**src/rtl/counter_edge_primitives.sv**
```systemverilog
// Game-datapath timing primitives: button rising-edge detector, modulo-M wrap
// counter and saturating up-counter sharing one clock, async reset and sync clear.
module counter_edge_primitives #(
  parameter int MOD_M = 6,
  parameter int MOD_N = 3,
  parameter int MAX_M = 7,
  parameter int MAX_N = 3
) (
  input  logic             clock,
  input  logic             reset,
  input  logic             zera_s,
  input  logic             sinal,
  output logic             pulso,
  input  logic             conta_m,
  output logic [MOD_N-1:0] q_m,
  output logic             fim_m,
  output logic             meio_m,
  input  logic             conta_max,
  output logic [MAX_N-1:0] q_max,
  output logic             fim_max,
  output logic             meio_max
);

  localparam logic [MOD_N-1:0] M_LAST = MOD_N'(MOD_M - 1);
  localparam logic [MOD_N-1:0] M_HALF = MOD_N'(MOD_M / 2 - 1);
  localparam logic [MAX_N-1:0] X_TOP  = MAX_N'(MAX_M);
  localparam logic [MAX_N-1:0] X_HALF = MAX_N'(MAX_M / 2 - 1);

  generate
    if (MOD_M < 2 || (2 ** MOD_N) < MOD_M) begin : g_bad_mod
      $error("counter_edge_primitives: MOD_M/MOD_N out of range");
    end
    if (MAX_M < 2 || (2 ** MAX_N) <= MAX_M) begin : g_bad_max
      $error("counter_edge_primitives: MAX_M/MAX_N out of range");
    end
  endgenerate

  logic             s1_q, s1_d;
  logic             s2_q, s2_d;
  logic [MOD_N-1:0] q_m_q, q_m_d;
  logic [MAX_N-1:0] q_max_q, q_max_d;

  // Edge detector ignores zera_s so a clear never swallows a pending press.
  always_comb begin
    s1_d = sinal;
    s2_d = s1_q;

    q_m_d = q_m_q;
    if (zera_s) begin
      q_m_d = '0;
    end else if (conta_m) begin
      if (q_m_q == M_LAST) q_m_d = '0;
      else                 q_m_d = q_m_q + MOD_N'(1);
    end

    q_max_d = q_max_q;
    if (zera_s) begin
      q_max_d = '0;
    end else if (conta_max && (q_max_q < X_TOP)) begin
      q_max_d = q_max_q + MAX_N'(1);
    end
  end

  always_ff @(posedge clock or posedge reset) begin
    if (reset) begin
      s1_q    <= 1'b0;
      s2_q    <= 1'b0;
      q_m_q   <= '0;
      q_max_q <= '0;
    end else begin
      s1_q    <= s1_d;
      s2_q    <= s2_d;
      q_m_q   <= q_m_d;
      q_max_q <= q_max_d;
    end
  end

  // Flags decode Q only, so they hold steady whatever the enables do.
  assign pulso    = s1_q & ~s2_q;
  assign q_m      = q_m_q;
  assign fim_m    = (q_m_q == M_LAST);
  assign meio_m   = (q_m_q == M_HALF);
  assign q_max    = q_max_q;
  assign fim_max  = (q_max_q == X_TOP);
  assign meio_max = (q_max_q == X_HALF);

endmodule

```
**config.mk**
```make
export PLATFORM = sky130hd
export DESIGN_NAME = counter_edge_primitives
export DESIGN_NICKNAME = d
export VERILOG_FILES = /design/src/rtl/counter_edge_primitives.sv
export SDC_FILE = /design/constraint.sdc
export NUM_CORES = 1
export LEC_CHECK = 0
export CAP_MARGIN = 40
export CORE_AREA = 4 4 41 43
export DETAILED_ROUTE_END_ITERATION = 8
export DIE_AREA = 0 0 45 47
export GPL_TIMING_DRIVEN = 0
export PLACE_DENSITY_LB_ADDON = 0.12
export SETUP_SLACK_MARGIN = 0.15
export SYNTH_ARGS = -nofsm -noshare
export SYNTH_HDL_FRONTEND = slang
export SYNTH_SLANG_ARGS = --single-unit
```
**constraint.sdc**
```tcl
create_clock -name clock -period 2.7 [get_ports clock]
set_input_delay 0.405 -clock clock [delete_from_list [all_inputs] [get_ports clock]]
set_output_delay 0.405 -clock clock [all_outputs]
set_load 0.02 [all_outputs]
```
# Word-level counts from Yosys, hierarchy flattened
# Index checks and enable logic that the tools add are counted.
# totals
reg_bits	8
inputBits	6
elab_cells	21
# classes
add_sub_neg	2
magnitude_cmp	1
eq_ne	4
n_mux	5
bitwise_logic	2
n_reduce_logical	3
# ops
op	n
$mux 3	5
$add 3x1->3 const B	2
$eq 3x2->1 const B	2
$eq 3x3->1 const B	2
$reduce_bool 2->1	2
$lt 3x3->1 const B	1
$and 1x1->1	1
$logic_and 1x1->1	1
$not 1->1	1

# Logic depth before layout (Yosys ltp)
# depth
depth_word	4
mapped_depth	4
mapped_depth_nobuf	4

# Least setup slack after synthesis
# No wires, ideal clock.
# synth_path
path_kind	register to output
start	register q_m_q[0], in the netlist q_m[0]
end	output port meio_m
arrival_ns	1.080
required_ns	2.295
setup_slack_ns	1.215
path_stages_with_launch	2
n_path_buf	0
cell_sequence	dfrtp_1 > nor3b_1
# synth_via
elab_chain_cells	1
# synth_lines
item	line_no	text
start: declaration	40	logic [MOD_N-1:0] q_m_q, q_m_d;
start signal: assignment	73	q_m_q <= q_m_d;
$eq 3x2->1	82	assign meio_m = (q_m_q == M_HALF);
end: declaration	17	output logic meio_m,
# No other way between the ends.

# Final worst setup path
# layout_path
start	register q_max_q[0], in the netlist q_max[0]
end	output port meio_max
# layout_via
elab_chain_cells	1
# layout_lines
item	line_no	text
start: declaration	41	logic [MAX_N-1:0] q_max_q, q_max_d;
start signal: assignment	74	q_max_q <= q_max_d;
$eq 3x2->1	85	assign meio_max = (q_max_q == X_HALF);
end: declaration	21	output logic meio_max
# No other way between the ends.

==> summary.txt <==
CTS
  • Clock Pin Slew Worst Setup and Hold Paths: 0.05 ns
  • CTS tree: built
  • Resize count post-CTS: 0
  • H-tree depth: 1
  • # hold bufs at CTS: 0
  • CTS sink count: 8
  • Clock Root Buffer: clkbuf_4
  • Clk_lat worst skew: 0.24 ns
  • CTS Buffer Depth: 2
  • Post-CTS setup buffers: 0
  • Num CTS Buffers: 3

Logic synthesis
  • Net count after synthesis: 43
  • Leading area contributor after synthesis: dfrtp_1
  • Netlist Area Pre-Place: 393 µm²
  • Post-Synthesis Cells: 34
  • Post-synthesis sequential area ratio: 51.0%
  • Post-synth top cells: dfrtp_1 (8), a21oi_1 (3), ha_1 (3)
  • Most numerous cell in the Yosys netlist: dfrtp_1
  • Top FF cell, synth: dfrtp_1
  • Syn_area_per_cell: 11.6 µm²
  • Synth top area cells: dfrtp_1 (51%), ha_1 (9.6%), a21bo_1 (5.1%)
  • Number of synthesized flops with an enable pin: 0
  • Yosys reg bits: 8
  • Synth cell types: 18
  • Yosys top cell area share: 51.0%
  • FFs w/ async S/R, synth: 100%
  • Yosys warnings: 0

Routing
  • WL met3: 40 µm
  • Post-Route WL: 856 µm
  • Top Metal Used: met4
  • Post-route DRC: 0
  • Drt pass-1 iters: 4
  • Vias per std cell: 4.82
  • Vias: 328
  • Post-Route M1 WL: 350 µm
  • Iteration-0 DRC count of the detailed router: 6
  • Routed Antenna Nets: 0
  • Met2 wire len: 447 µm
  • Routed length per instance: 12.6 µm

Setup path
  • Crit path DAT: 1.61 ns
  • Worst Path Required: 2.30 ns
  • Startpoint Class: register
  • Worst r2r dst: q_max[2]
  • Worst Path Max Fanout: 6
  • R2r setup slk: 1.42 ns
  • Setup CP Type: reg2out
  • CP endpoint: meio_max
  • Crit. Startpoint: q_max[0]
  • CP max stage delay: 0.61 ns
  • CP endpoint kind: primary output
  • Crit-path cells: inv_1, ha_1, nor2b_1, clkdlybuf4s50_1
  • Crit path max-delay cell type: clkdlybuf4s50_1
  • R2R Path Start: q_max[0]
  • Worst R2R Path Depth: 4

STA
  • Slew @ Worst Pin: 0.278 ns
  • Max Clk Rate: 496 MHz
  • Slew margin rel.: 81.5%
  • Post-Route Skew: 0.000202 ns
  • Post-Route Setup TNS: 0 ns
  • Slew Limit Fails: 0
  • Hold WS: 0.377 ns
  • Final setup fails: 0
  • Fin crit period: 2.02 ns
  • RSZ-0062 raised after global routing: no
  • Fin. Hold Viols: 0
  • Fin crit share: 74.7%

Die
  • I/O pin count: 17
  • Placeable Area: 0.00130 mm²
  • Die area: 0.00212 mm²
  • Die Wd: 45 µm
  • Core Rows: 13
  • Chip height: 47 µm
  • Initial Util: 30.2%

Power and ir drop
  • Sw Ratio: 25.1%
  • NetSw: 0.0000697 W
  • Clk pwr share: 30.6%
  • Static leakage: 0.260 nW
  • VDD IR max: 0.222 mV
  • Seq pwr share: 49.3%
  • Power Internal: 0.000207 W
  • Logic pwr share: 20.1%
  • PwrDens: 466 mW/mm²

Worst hold path
  • Hold-critical path depth: 0
  • Worst Hold Class: reg2reg
  • HP Start: s1_q

Place
  • Gp weighted congestion: 0.686
  • Buffers added on ports: 16
  • DP Area: 572 µm²
  • DP Cell Count: 65

GRT
  • Largest net degree at the start of global routing: 9
  • Antenna violations before repair: 0
  • GR Overflow Total: 0
  • GRT Total Usage: 8.71%
  • Vias in the first global route: 306
  • Global-route wire length before repair: 1.25 mm

Cells and area
  • Layout area overhead: 51.3%
  • Layout Nets: 64
  • Final core occ: 45.7%
  • Design area: 594 µm²
  • Number of diodes: 0
  • Non-Filler Instances: 68
  • Layout cells sized above 1: 5.66%

Status
  • Status: complete, no violations

Job
  • Max Cap Viol: 0
[power groups by stage]
stage | clock network (W) | registers (W) | logic, W
final | 0.0000848 | 0.000137 | 0.0000558
after floorplan | 0 | 0.000143 | 0.0000194
after global placement | 0 | 0.000137 | 0.0000542
after global routing | 0.0000971 | 0.000137 | 0.0000592
after detailed placement | 0 | 0.000139 | 0.0000566
after CTS | 0.0000909 | 0.000137 | 0.0000568
[cell families after synthesis]
logic type      share of synthesized area [%]
mux                                      2.55
compound gates                           14.0
simple gates                             18.8
xor+xnor                                 2.23
buf+inv                                  1.91
fa+ha+maj                                9.56
flops                                    51.0
[how the worst min path moves through the flow]
stage	slack [ns]	endpoint
after floorplan	0.22	q_m[0]
after global placement	0.36	s2_q
after detailed placement	0.36	s2_q
after CTS	0.37	s2_q
after global routing	0.39	s2_q
final	0.38	s2_q
[flip-flops by register name (all words and copies together) (netlist names)]
signal and flops:
q_m 3, q_max 3, s1_q 1, s2_q 1
[cell type report]
class / instances / area (µm²)
fill: 130 / 707
tap: 15 / 18.8
inverter: 2 / 7.51
timing repair buffer: 16 / 160
sequential: 8 / 200
clock buffer: 3 / 22.5
multi-input combinational: 24 / 185
[placed cells by master, fill, tap and decap left out, drive strengths merged]
master         synthesis  final
clkdlybuf4s50          0     16
dfrtp                  8      8
a21oi                  3      3
ha                     3      3
clkbuf                 0      3
a31oi                  2      2
nand2b                 2      2
nor2b                  2      2
inv                    2      2
a21bo                  2      2
nand2                  1      1
o21bai                 1      1
nand3                  1      1
xnor2                  1      1
nor2                   1      1
and3b                  1      1
nor3b                  1      1
nand4bb                1      1
mux2i                  1      1
nand4b                 1      1
[layer usage]
layer,track usage (%),up-vias
met5,0,-
met2,13.8,14
met1,9.15,152
met4,10.5,0
met3,1.15,2
li1,-,160
[worst max-delay path: cells and delay by family (launching register included)]
family	cells	cell delay (ns)
adder cells (fa/ha/maj)	1	0.13
buffers and inverters	2	0.69
flip-flops	1	0.43
AND/OR/NAND/NOR	1	0.12
[stage by stage]
stage	setup slack (ns)	power (W)
finish	0.682	0.000277
floorplan	1.22	0.000163
CTS	0.649	0.000284
detailed placement	0.924	0.000195
global route	0.569	0.000294
global placement	0.969	0.000192
No activity file was read; power rests on OpenSTA's default activity.
